## src/rtl/wdog_pkg.sv

```systemverilog
//------------------------------------------------------------------------------
// Module  : wdog_pkg
// Brief   : Shared types and defaults for the windowed watchdog supervisor.
// Revision: 1.0 - initial release
//------------------------------------------------------------------------------
`default_nettype none

package wdog_pkg;

    localparam int WDOG_CNT_W   = 16;
    localparam int WDOG_STATE_W = 2;

    typedef enum logic [WDOG_STATE_W-1:0] {
        WDOG_DIS   = 2'd0,
        WDOG_ARMED = 2'd1,
        WDOG_WARN  = 2'd2,
        WDOG_FIRE  = 2'd3
    } wdog_state_e;

endpackage

`default_nettype wire

```

## src/rtl/wdog_ticker.sv

```systemverilog
//------------------------------------------------------------------------------
// Module  : wdog_ticker
// Brief   : Saturating up-counter with synchronous clear and terminal-match flag.
// Revision: 1.0 - initial release
//------------------------------------------------------------------------------
`default_nettype none

module wdog_ticker #(
    parameter int CNT_W = 16
) (
    input  logic             clk,
    input  logic             rst_n,
    input  logic             clr,
    input  logic             inc,
    input  logic [CNT_W-1:0] match,
    output logic [CNT_W-1:0] cnt_o,
    output logic             hit_o
);

    logic [CNT_W-1:0] cnt_q;
    logic [CNT_W-1:0] cnt_d;

    // Clear beats increment; the count parks at all-ones instead of wrapping.
    always_comb begin
        cnt_d = cnt_q;
        if (clr) begin
            cnt_d = '0;
        end else if (inc && (cnt_q != '1)) begin
            cnt_d = cnt_q + CNT_W'(1);
        end
    end

    always_ff @(posedge clk or negedge rst_n) begin
        if (!rst_n) begin
            cnt_q <= '0;
        end else begin
            cnt_q <= cnt_d;
        end
    end

    assign cnt_o = cnt_q;
    assign hit_o = (cnt_q == match);

endmodule

`default_nettype wire

```

## src/rtl/watchdog_supervisor.sv

```systemverilog
//------------------------------------------------------------------------------
// Module  : watchdog_supervisor
// Brief   : Windowed two-stage watchdog (warn IRQ, then timed reset request).
//           Optional macro WDOG_LOCK_EN: sticky lock of enable/config at arming.
// Revision: 1.0 - initial release
//------------------------------------------------------------------------------
`default_nettype none

module watchdog_supervisor
    import wdog_pkg::*;
#(
    parameter int CNT_W     = WDOG_CNT_W,
    parameter int RST_PULSE = 8,
    parameter int MAX_EARLY = 3
) (
    input  logic                    clk,
    input  logic                    rst_n,
    input  logic                    cfg_en,
    input  logic [CNT_W-1:0]        cfg_timeout,
    input  logic [CNT_W-1:0]        cfg_win_open,
    input  logic [CNT_W-1:0]        cfg_warn,
    input  logic                    kick,
    output logic                    irq_warn,
    output logic                    rst_req,
    output logic                    kick_err,
    output logic [WDOG_STATE_W-1:0] state_o
);

    localparam int EW = $clog2(MAX_EARLY + 1);
    localparam int PW = $clog2(RST_PULSE + 1);
    localparam logic [EW-1:0] EARLY_LIMIT = EW'(MAX_EARLY);
    localparam logic [PW-1:0] PULSE_LAST  = PW'(RST_PULSE - 1);

    localparam logic [WDOG_STATE_W-1:0] ST_DIS   = WDOG_DIS;
    localparam logic [WDOG_STATE_W-1:0] ST_ARMED = WDOG_ARMED;
    localparam logic [WDOG_STATE_W-1:0] ST_WARN  = WDOG_WARN;
    localparam logic [WDOG_STATE_W-1:0] ST_FIRE  = WDOG_FIRE;

    logic [WDOG_STATE_W-1:0] state_q, state_d;
    logic [EW-1:0]           early_q, early_d;
    logic [PW-1:0]           pulse_q, pulse_d;
    logic                    irq_warn_q, irq_warn_d;
    logic                    rst_req_q, rst_req_d;
    logic                    kick_err_q, kick_err_d;

    logic                    en_eff;
    logic [CNT_W-1:0]        timeout_eff, win_eff, warn_eff;
    logic [CNT_W-1:0]        tc_match;
    logic [CNT_W-1:0]        cnt;
    logic                    cnt_hit, cnt_clr, cnt_inc;

`ifdef WDOG_LOCK_EN
    logic             lock_q, lock_d;
    logic [CNT_W-1:0] tmo_q, tmo_d, win_q, win_d, wrn_q, wrn_d;
    logic             arming;

    // Configuration is snapshotted on the first arm and the enable is pinned high.
    always_comb begin
        arming      = (state_q == ST_DIS) && cfg_en;
        lock_d      = lock_q | arming;
        tmo_d       = arming ? cfg_timeout  : tmo_q;
        win_d       = arming ? cfg_win_open : win_q;
        wrn_d       = arming ? cfg_warn     : wrn_q;
        en_eff      = cfg_en | lock_q;
        timeout_eff = lock_q ? tmo_q : cfg_timeout;
        win_eff     = lock_q ? win_q : cfg_win_open;
        warn_eff    = lock_q ? wrn_q : cfg_warn;
    end

    always_ff @(posedge clk or negedge rst_n) begin
        if (!rst_n) begin
            lock_q <= 1'b0;
            tmo_q  <= '0;
            win_q  <= '0;
            wrn_q  <= '0;
        end else begin
            lock_q <= lock_d;
            tmo_q  <= tmo_d;
            win_q  <= win_d;
            wrn_q  <= wrn_d;
        end
    end
`else
    always_comb begin
        en_eff      = cfg_en;
        timeout_eff = cfg_timeout;
        win_eff     = cfg_win_open;
        warn_eff    = cfg_warn;
    end
`endif

    // A zero duration behaves as one cycle, so the terminal value is max(d,1)-1.
    always_comb begin
        tc_match = '0;
        if (state_q == ST_WARN) begin
            if (warn_eff != '0) tc_match = warn_eff - CNT_W'(1);
        end else begin
            if (timeout_eff != '0) tc_match = timeout_eff - CNT_W'(1);
        end
    end

    wdog_ticker #(
        .CNT_W (CNT_W)
    ) u_ticker (
        .clk   (clk),
        .rst_n (rst_n),
        .clr   (cnt_clr),
        .inc   (cnt_inc),
        .match (tc_match),
        .cnt_o (cnt),
        .hit_o (cnt_hit)
    );

    always_comb begin
        state_d    = state_q;
        early_d    = early_q;
        pulse_d    = pulse_q;
        cnt_clr    = 1'b0;
        cnt_inc    = 1'b0;
        kick_err_d = 1'b0;

        case (state_q)
            ST_DIS: begin
                cnt_clr = 1'b1;
                early_d = '0;
                if (en_eff) state_d = ST_ARMED;
            end
            ST_ARMED: begin
                if (!en_eff) begin
                    state_d = ST_DIS;
                    cnt_clr = 1'b1;
                    early_d = '0;
                end else if (kick && (cnt >= win_eff)) begin
                    cnt_clr = 1'b1;
                    early_d = '0;
                end else if (cnt_hit) begin
                    state_d = ST_WARN;
                    cnt_clr = 1'b1;
                end else if (kick) begin
                    // Early kick: counter holds its value for this cycle.
                    kick_err_d = 1'b1;
                    if ((early_q + EW'(1)) == EARLY_LIMIT) begin
                        state_d = ST_FIRE;
                        cnt_clr = 1'b1;
                        pulse_d = '0;
                        early_d = '0;
                    end else begin
                        early_d = early_q + EW'(1);
                    end
                end else begin
                    cnt_inc = 1'b1;
                end
            end
            ST_WARN: begin
                if (!en_eff) begin
                    state_d = ST_DIS;
                    cnt_clr = 1'b1;
                    early_d = '0;
                end else if (kick) begin
                    state_d = ST_ARMED;
                    cnt_clr = 1'b1;
                    early_d = '0;
                end else if (cnt_hit) begin
                    state_d = ST_FIRE;
                    cnt_clr = 1'b1;
                    pulse_d = '0;
                end else begin
                    cnt_inc = 1'b1;
                end
            end
            ST_FIRE: begin
                cnt_clr = 1'b1;
                if (pulse_q == PULSE_LAST) begin
                    state_d = en_eff ? ST_ARMED : ST_DIS;
                    early_d = '0;
                    pulse_d = '0;
                end else begin
                    pulse_d = pulse_q + PW'(1);
                end
            end
            default: begin
                state_d = ST_DIS;
                cnt_clr = 1'b1;
            end
        endcase

        irq_warn_d = (state_d == ST_WARN);
        rst_req_d  = (state_d == ST_FIRE);
    end

    always_ff @(posedge clk or negedge rst_n) begin
        if (!rst_n) begin
            state_q    <= ST_DIS;
            early_q    <= '0;
            pulse_q    <= '0;
            irq_warn_q <= 1'b0;
            rst_req_q  <= 1'b0;
            kick_err_q <= 1'b0;
        end else begin
            state_q    <= state_d;
            early_q    <= early_d;
            pulse_q    <= pulse_d;
            irq_warn_q <= irq_warn_d;
            rst_req_q  <= rst_req_d;
            kick_err_q <= kick_err_d;
        end
    end

    assign irq_warn = irq_warn_q;
    assign rst_req  = rst_req_q;
    assign kick_err = kick_err_q;
    assign state_o  = state_q;

endmodule

`default_nettype wire
```

## config.mk

```make
export PLATFORM = sky130hd
export DESIGN_NAME = watchdog_supervisor
export DESIGN_NICKNAME = d
export VERILOG_FILES = /design/src/rtl/wdog_pkg.sv /design/src/rtl/wdog_ticker.sv /design/src/rtl/watchdog_supervisor.sv
export SDC_FILE = /design/constraint.sdc
export NUM_CORES = 1
export LEC_CHECK = 0
export CAP_MARGIN = 0
export CORE_MARGIN = 2
export CORE_UTILIZATION = 30
export DETAILED_ROUTE_END_ITERATION = 16
export PLACE_DENSITY = 0.63
export SLEW_MARGIN = 0
export SYNTH_ARGS = -nofsm -noshare
export SYNTH_HDL_FRONTEND = slang
export SYNTH_SLANG_ARGS = --single-unit
```

## constraint.sdc

```tcl
create_clock -name clk -period 4 [get_ports clk]
set_input_delay 0.4 -clock clk [delete_from_list [all_inputs] [get_ports clk]]
set_output_delay 0.4 -clock clk [all_outputs]
set_load 0.02 [all_outputs]
```

# After elaboration in Yosys (flattened, before gate mapping)
# Index checks and enable logic that the tools add are counted.
[totals] ff_bits=27 out_inout_bits=5 wordCells=102
[classes] addsub=5 order_cmp=1 eq_ne=21 mux=58 n_reduce_logical=10
[ops] operator="2-to-1 mux 16 bit" n=5
[ops] operator="2-to-1 mux 2 bit" n=18
[ops] operator="2-to-1 mux 4 bit" n=9
[ops] operator="nonzero test 16 bit" n=2
[ops] operator="subtractor 16 x 1 -> 16 bit, second input constant" n=2
[ops] operator="2-to-1 mux 1 bit" n=21
[ops] operator="!= test 2 bit, second input constant" n=9
[ops] operator="adder 16 x 1 -> 16 bit, second input constant" n=1
[ops] operator="equality test 16 bit" n=1
[ops] operator=">= comparator 16 bit" n=1
[ops] operator="!= test 16 bit, second input constant" n=1
[ops] operator="case mux 2 bit (4 select lines)" n=2
[ops] operator="case mux 4 bit (3 select lines)" n=1
[ops] operator="equality test 2 bit, second input constant" n=5
[ops] operator="AND reduction 9 bit" n=1
[ops] operator="!= test 4 bit, second input constant" n=2
[ops] operator="adder 4 x 1 -> 4 bit, second input constant" n=1
[ops] operator="equality test 4 x 3 -> 1 bit, second input constant" n=1
[ops] operator="AND reduction 4 bit" n=1
[ops] operator="!= test 3 bit, second input constant" n=1
[ops] operator="case mux 1 bit (3 select lines)" n=1
[ops] operator="nonzero test 3 bit" n=1
[ops] operator="adder 2 x 1 -> 2 bit, second input constant" n=1
[ops] operator="equality test 2 x 1 -> 1 bit, second input constant" n=1
[ops] operator="other kinds (5)" n=6

# Depth between registers and ports, before layout
[depth] ltp_word=11 depth_mapped=14

# Cells and area by module
# From an unflattened synthesis, not the netlist that was laid out.
[hier_totals] hier_cells=367 area_unflattened_um2=3057.9
[modules_own_cells] mod="watchdog_supervisor" instances=1 cells_per_inst=241 area_per_inst_um2=1829.3 seq_area_each_um2=275.3
[modules_own_cells] mod="wdog_ticker" instances=1 cells_per_inst=126 area_per_inst_um2=1228.7 seq_area_each_um2=400.4

# Worst setup path after synthesis
# OpenSTA, ideal clock, no wires.
[synth_path] kind="in2reg" from="input port cfg_timeout[0]" to="register pulse_q[0]" setup_time_ns=0.127 arrival_ns=3.159 required_time_ns=3.873 slack_ns=0.714 stages=12 n_path_buf=0 cell_sequence="inv_1 > ha_1 > nor3b_1 > nand2_1 > or4_1 > a31oi_1 > xor2_1 > nor4_1 > nand4_2 > mux2i_2 > and2_2 > mux2_1"
[synth_via] elab_chain_cells=6 word_cells_on_any_way=8 cone_classes="add/sub: 1; eq/ne: 3; mux: 2; reduce/logical: 2"
[synth_rtl] item="start: declaration" line="watchdog_supervisor.sv:19" source="input logic [CNT_W-1:0] cfg_timeout,"
[synth_rtl] item="subtractor 16 x 1 -> 16 bit or nonzero test 16 bit (tied branches)" line="watchdog_supervisor.sv:98" source="if (timeout_eff != '0) tc_match = timeout_eff - CNT_W'(1);"
[synth_rtl] item="2-to-1 mux 16 bit *" line="watchdog_supervisor.sv:98"
[synth_rtl] item="2-to-1 mux 16 bit *" line="watchdog_supervisor.sv:95" source="if (state_q == ST_WARN) begin"
[synth_rtl] item="equality test 16 bit *" line="wdog_ticker.sv:42" source="assign hit_o = (cnt_q == match);"
[synth_rtl] item="!= test 2 bit (no line)"
[synth_rtl] item="AND reduction 9 bit (no line) *"
[synth_rtl] item="end signal: assignment" line="watchdog_supervisor.sv:202" source="pulse_q <= pulse_d;"
[synth_rtl] item="end: declaration" line="watchdog_supervisor.sv:41" source="logic [PW-1:0] pulse_q, pulse_d;"
# Every way passes the cells marked *; elsewhere a longest branch is shown, timed or not.
# A chain may end at the register's enable or synchronous reset.

# Final worst setup path
# Same ends and word-level chain as after synthesis.

==> run metrics <==
Reg power frac=36.5%; final non-filler cell total=561; Rel. slew slack=63.5%; area of the multi-input gates=2130 sq um; Least-Margin Pin Slew=around 0.54 ns; Die H=103 um; fill count=1012; cell count after synthesis=~360; CP required=4.17 ns; CP arrival=between 3 and 4 ns; Int Pwr=0.000568 W; sequential cell area=between 600 and 700 sq um; Critical Path Fanout Max=4; met2 WL=3.81 mm; Leakage Power=1.65 nW; Syn Area/Cell=between 8 and 9 sq um; met3 routed WL=417 um; ys flop type=dfrtp_1; number of library cell types mapped by synthesis=58; CP max stage delay=0.53 ns; CP endpoint kind=register; Cell Area, Placed=3760 sq um; clock power share=17.8%; Setup-failing EPs final=0; num ports=57; Final min period=3.77 ns; Cells after DPL=557; # rows=36; wire per inst=14.4 um; detailed placement HPWL=6.51 mm; top routing layer used=met4; setup ws final=0.226 ns; global-route wire length before repair=13.1 mm; Hold-fix buffers, CTS=0; yosys warns=0; dpl ws=-0.0595 ns; CTS tree=done; clock latency on the worst-skew pair=0.28 ns; initial antenna violation count=0; outcome=complete, no violations; vias post-DR=2922; pwr/cell area=239 nW/um^2; CTS Sinks=27; Die Wd=103 um; RSZ-0062 raised after global routing=false; CTS Buf Count=3; # nets final=507; largest net degree at the start of global routing=28; CTS clock-pin slew for the worst setup and hold paths=0.10 ns; Final Slew Violations=0; GRT overflow=0; core area=9680 sq um; crit-path cells=clkdlybuf4s50_1 -> inv_1 -> ha_1 -> nor3b_1 -> nand2_1 -> or4_1 -> a31oi_1 -> xor2_1 -> nor4_1 -> nand4_2 -> mux2i_2 -> and2_2 -> mux2_1; DRT met1 WL=3.77 mm; Fmax=265 MHz; final hold violations=0; Comb power frac=45.7%; Net Sw Frac=37.6%; slowest stage cell, crit path=clkdlybuf4s50_1; cts repair resizes=0; antenna violation net count after detailed routing=0; initial drt markers=roughly 160; Pre-antenna DRT Iters=4; # DRC=0; register bit total from synthesis=27; Fin Clk Skew=0.00470 ns; clock tree root buffer cell=clkbuf_8; Detailed Route WL=8.08 mm; vias in the first global route=2772; die area=approximately 11000 sq um; Setup TNS Final=0 ns; Syn Nets=442; Initial Utilization=30.6%; PortBufs=56; Setup CP Type=in -> reg; design area=about 3800 sq um; CTS Buffer Depth=2; n_diodes=0; vias per inst=about 5.2; GP Congestion=0.924; cell area after synthesis=2970 sq um; EDFF count, synth=0; htree depth=1; Setup crit start kind=input pin; asr flop ratio synth=100%; postcts setup bufs=0; GRT Total Usage=15.4%; maximum VDD drop=149 uV; HP Class=in -> async; Max-Cap Viols=0; layout cells sized above 1=6.78%; post-synthesis sequential area ratio=between 20% and 30%; period utilisation layout=a little over nine tenths; Psw=around 0.00034 W; area grow syn2layout=28.4%
[cells in the mapped netlist (all sizes together), types with 3 or more instances]
cell type  number  share of area, %
inv            31               3.9
xor2           31               9.2
dfrtp          27                23
nor2           27               3.4
ha             26                11
nand2          24               3.0
nand3          15               2.5
o21ai          15               2.7
o22ai          15               3.2
a21oi          14               2.4
xnor2          14               4.1
nand4          13               3.0
nor4           12               3.8
nor2b           9               1.9
or3             9               1.9
nor3            7               1.6
a21o            6               1.5
mux2i           6               2.2
nand2b          6               1.3
nor3b           6               1.5
and3            5               1.1
clkbuf          5              0.63
buf             4              0.76
and4            3              0.89
nand4b          3              0.89
or4             3              0.76
[placed cells by master (no fill, tap or decap), types with 3 or more instances in the layout]
master           instances
clkdlybuf4s50_1         56
xor2_1                  31
inv_1                   30
nor2_1                  27
dfrtp_1                 27
ha_1                    26
nand2_1                 24
nand3_1                 15
o22ai_1                 15
a21oi_1                 14
xnor2_1                 14
nand4_1                 12
buf_4                   12
o21ai_0                 10
nor2b_1                  9
nor4_1                   9
or3_1                    9
nand2b_1                 6
a21o_1                   6
nor3_1                   6
nor3b_1                  6
mux2i_1                  5
and3_1                   5
o21ai_1                  4
or4_1                    3
nand4b_1                 3
and4_1                   3
clkbuf_8                 3
[sequential cells by signal, indices dropped and copies added, names as in the netlist]
| name | count |
|---|---|
| pulse_q | 4 |
| u_ticker.cnt_o | 16 |
| early_q | 2 |
| rst_req | 1 |
| irq_warn | 1 |
| state_o | 2 |
| kick_err | 1 |
[metrics by stage]
step,util (%),hold WS [ns],total power [W]
finish,39.3,0.490,0.000911
global route,39.3,0.535,0.000975
CTS,39.3,0.500,0.000914
detailed placement,38.9,0.541,0.000751
global placement,38.9,0.504,0.000746
floorplan,-,0.104,0.000572
[routing by layer]
metal	track usage, %	vias to the layer above
met3	1.81	9
met1	21.1	1387
li1	-	1451
met2	26.2	75
met5	0	-
met4	3.34	0
[final cells by class]
type | count | share of cell area [%]
Clock buffer | 3 | 1.08
Clock inverter | 1 | 0.131
Inverter | 31 | 3.06
Multi-Input combinational cell | 297 | 56.0
Sequential cell | 27 | 17.7
Tap cell | 133 | 4.37
Timing Repair Buffer | 69 | 17.6
[worst max-delay path, delay by kind of cell]
kind / cells / cell delay (ns)
compound gates: 1 / 0.26
fa+ha+maj: 1 / 0.24
simple gates: 6 / 1.64
xor+xnor: 1 / 0.10
buf+inv: 2 / 0.67
mux: 2 / 0.63
[path summary, 6_finish.rpt]
| path | startpoint | slack [ns] | endpoint | cells past startpoint |
|---|---|---|---|---|
| max in group asynchronous | rst_n | 3.24 | u_ticker.cnt_o[3] | 2 |
| setup reg to reg | state_o[0] | 0.62 | pulse_q[0] | 12 |
| hold / removal | rst_n | 0.49 | irq_warn | 2 |
| setup / recovery | cfg_timeout[0] | 0.23 | pulse_q[0] | 13 |
| min in group clk | early_q[1] | 0.55 | early_q[1] | 1 |
| hold reg to reg | early_q[1] | 0.55 | early_q[1] | 1 |
[cells by family (layout without fill, tap and decap cells)]
logic type / after synthesis / in the layout / share of synthesized area [%]
simple gates: 147 / 147 / 28.7
mux: 8 / 8 / 2.91
fa+ha+maj: 26 / 26 / 11.0
xor+xnor: 45 / 45 / 13.3
compound gates: 71 / 71 / 16.1
flops: 27 / 27 / 22.8
buf+inv: 40 / 104 / 5.31
[power groups by stage]
stage	clock (W)	combinational [W]	sequential [W]
floorplan	0	0.000233	0.000339
global placement	0	0.000409	0.000336
detailed placement	0	0.000414	0.000337
CTS	0.000167	0.000416	0.000331
global route	0.000181	0.000456	0.000337
finish	0.000162	0.000416	0.000332
Note: power is estimated with default switching activity, not from simulation.
==> variant, RTL diff (same settings) <==
Put one more register stage on the output `irq_warn`, cleared by the reset. The value now appears one clock later. The other outputs are not delayed to match.
--- a/src/rtl/watchdog_supervisor.sv
+++ b/src/rtl/watchdog_supervisor.sv
@@ -206,7 +206,13 @@
         end
     end
 
-    assign irq_warn = irq_warn_q;
+    always_ff @(posedge clk or negedge rst_n) begin
+        if (!rst_n) begin
+            irq_warn <= '0;
+        end else begin
+            irq_warn <= irq_warn_q;
+        end
+    end
     assign rst_req  = rst_req_q;
     assign kick_err = kick_err_q;
     assign state_o  = state_q;
Check against the original RTL: not equivalent (a bounded check fails within 4 cycles, from zero or initial values and one cycle with rst_n low).
==> variant against the original RTL <==
  * Non-clock buffer count increased by 13
  * Wire length increased by 13%
  * Synthesized area increased by 6.0%
  * Count of clock-buffer cells in the layout increased by 1
  * Critical endpoint is now pulse_q[3]
  * Final area increased by 7.4%
  * Synthesized cell count increased by 4.1%
  * Clock skew decreased by 0.0023 ns
  * Utilization increased by 0.64 points
  * Largest power group unchanged
  * Power increased by 5.0%
  * Sequential cell count increased by 1
  * Sequential power increased by 2%
  * Worst setup slack improved by 0.060 ns
  * Global-route usage increased by 0.81 points
  * First-iteration DRC count decreased by 16%
==> variant: results (changes against the original RTL) <==
outcome complete, no violations (unchanged); Max FO, Critical Path 3 (was 4); Area contributors post-synth dfrtp_1, ha_1, xor2_1 (unchanged); Die ar. 11300 µm² (was 10700 µm²); Min-Delay Endpoint irq_warn; critical path arrival 3.89 ns (was 3.94 ns); Clock Skew 0.00240 ns (was 0.00470 ns); GR Util met1 20.1% (was 21.1%); global-route wire length before repair 15100 µm (was 13100 µm); dpl ws -0.00409 ns (was -0.0595 ns); Mapped Nets 457 (was 442); Logic pwr share 45.8% (was 45.7%); slew margin rel. 61.5% (was 63.5%); GPL Wtd Cong 0.887 (was 0.924); CP max stage delay 0.47 ns (was 0.53 ns); share of cells above drive strength 1 10.7% (was 6.78%); post-detailed-routing wire length 9090 µm (was 8080 µm); Met2 Routed Length 4360 µm (was 3810 µm); Seq pwr share 35.3% (was 36.5%); Iter 0 DRT Violations 132 (was 157); M2 GR Usage 28.8% (was 26.2%); placed cells 589 (was 557); largest net degree at the start of global routing 29 (was 28); switching pwr 0.000352 W (was 0.000342 W); critical path's slowest cell or4_1 (was clkdlybuf4s50_1); GRT Total Usage 16.2% (was 15.4%); r2r setup slk 0.53 ns (was 0.62 ns); htree depth 1 (unchanged); sequential power 0.000337 W (was 0.000332 W); vias in the first global route 3247 (was 2772); post-synthesis xor/xnor area fraction 10.9% (was 13.3%); R2R cell count 14 (was 12); post-layout net count 536 (was 507); Worst VDD drop 143 µV (was 149 µV); Syn Inst Count 379 (was 364); Synth Area in Adders 10.3% (was 11.0%); routing usage on met3 2.27% (was 1.81%); DR WL/cell 15.3 µm (was 14.4 µm); static leakage 1.70 nW (was 1.65 nW); routed metal-1 wirelength 4070 µm (was 3770 µm); top cells by count, synth inv_1, dfrtp_1, ha_1 (was xor2_1, inv_1, dfrtp_1, nor2_1, ha_1); mux share of post-synthesis cell area 1.43% (was 2.91%); post-DP HPWL 7360 µm (was 6510 µm); Seq/Total Area, Yosys 22.3% (was 22.8%); Hold WC Path Type flop to flop (was input port to asynchronous set/reset pin); register area 701 µm² (was 676 µm²); synth unique cells 65 (was 58); wire length on met3 473 µm (was 417 µm); DP Area 4030 µm² (was 3760 µm²)
==> variant: worst max-delay path by stage <==
stage	startpoint	cells after the start	end	slack, ns
2_1_floorplan	cfg_warn[0]	12	pulse_q[3]	0.61
3_3_place_gp	cfg_warn[0]	13	pulse_q[3]	0.08
6_report	cfg_warn[1]	13	pulse_q[3]	0.29
4_1_cts	cfg_warn[1]	13	pulse_q[3]	0.28
3_5_place_dp	cfg_warn[0]	13	pulse_q[3]	-0.004
5_1_grt	cfg_timeout[0]	14	u_ticker.cnt_o[3]	0.10
==> variant: area by class of cell <==
type / instances / share of cell area, %
inverter: 33 / 3.03
tap: 136 / 4.16
sequential: 28 / 17.1
multi-input combinational: 310 / 55.5
clock buffer: 4 / 1.35
timing repair buffer: 82 / 18.8
==> variant: critical path, delay by kind of cell <==
kind | cells | cell delay [ns]
buf+inv | 2 | 0.52
fa+ha+maj | 1 | 0.17
simple gates | 6 | 2.03
compound gates | 2 | 0.41
xor+xnor | 2 | 0.37
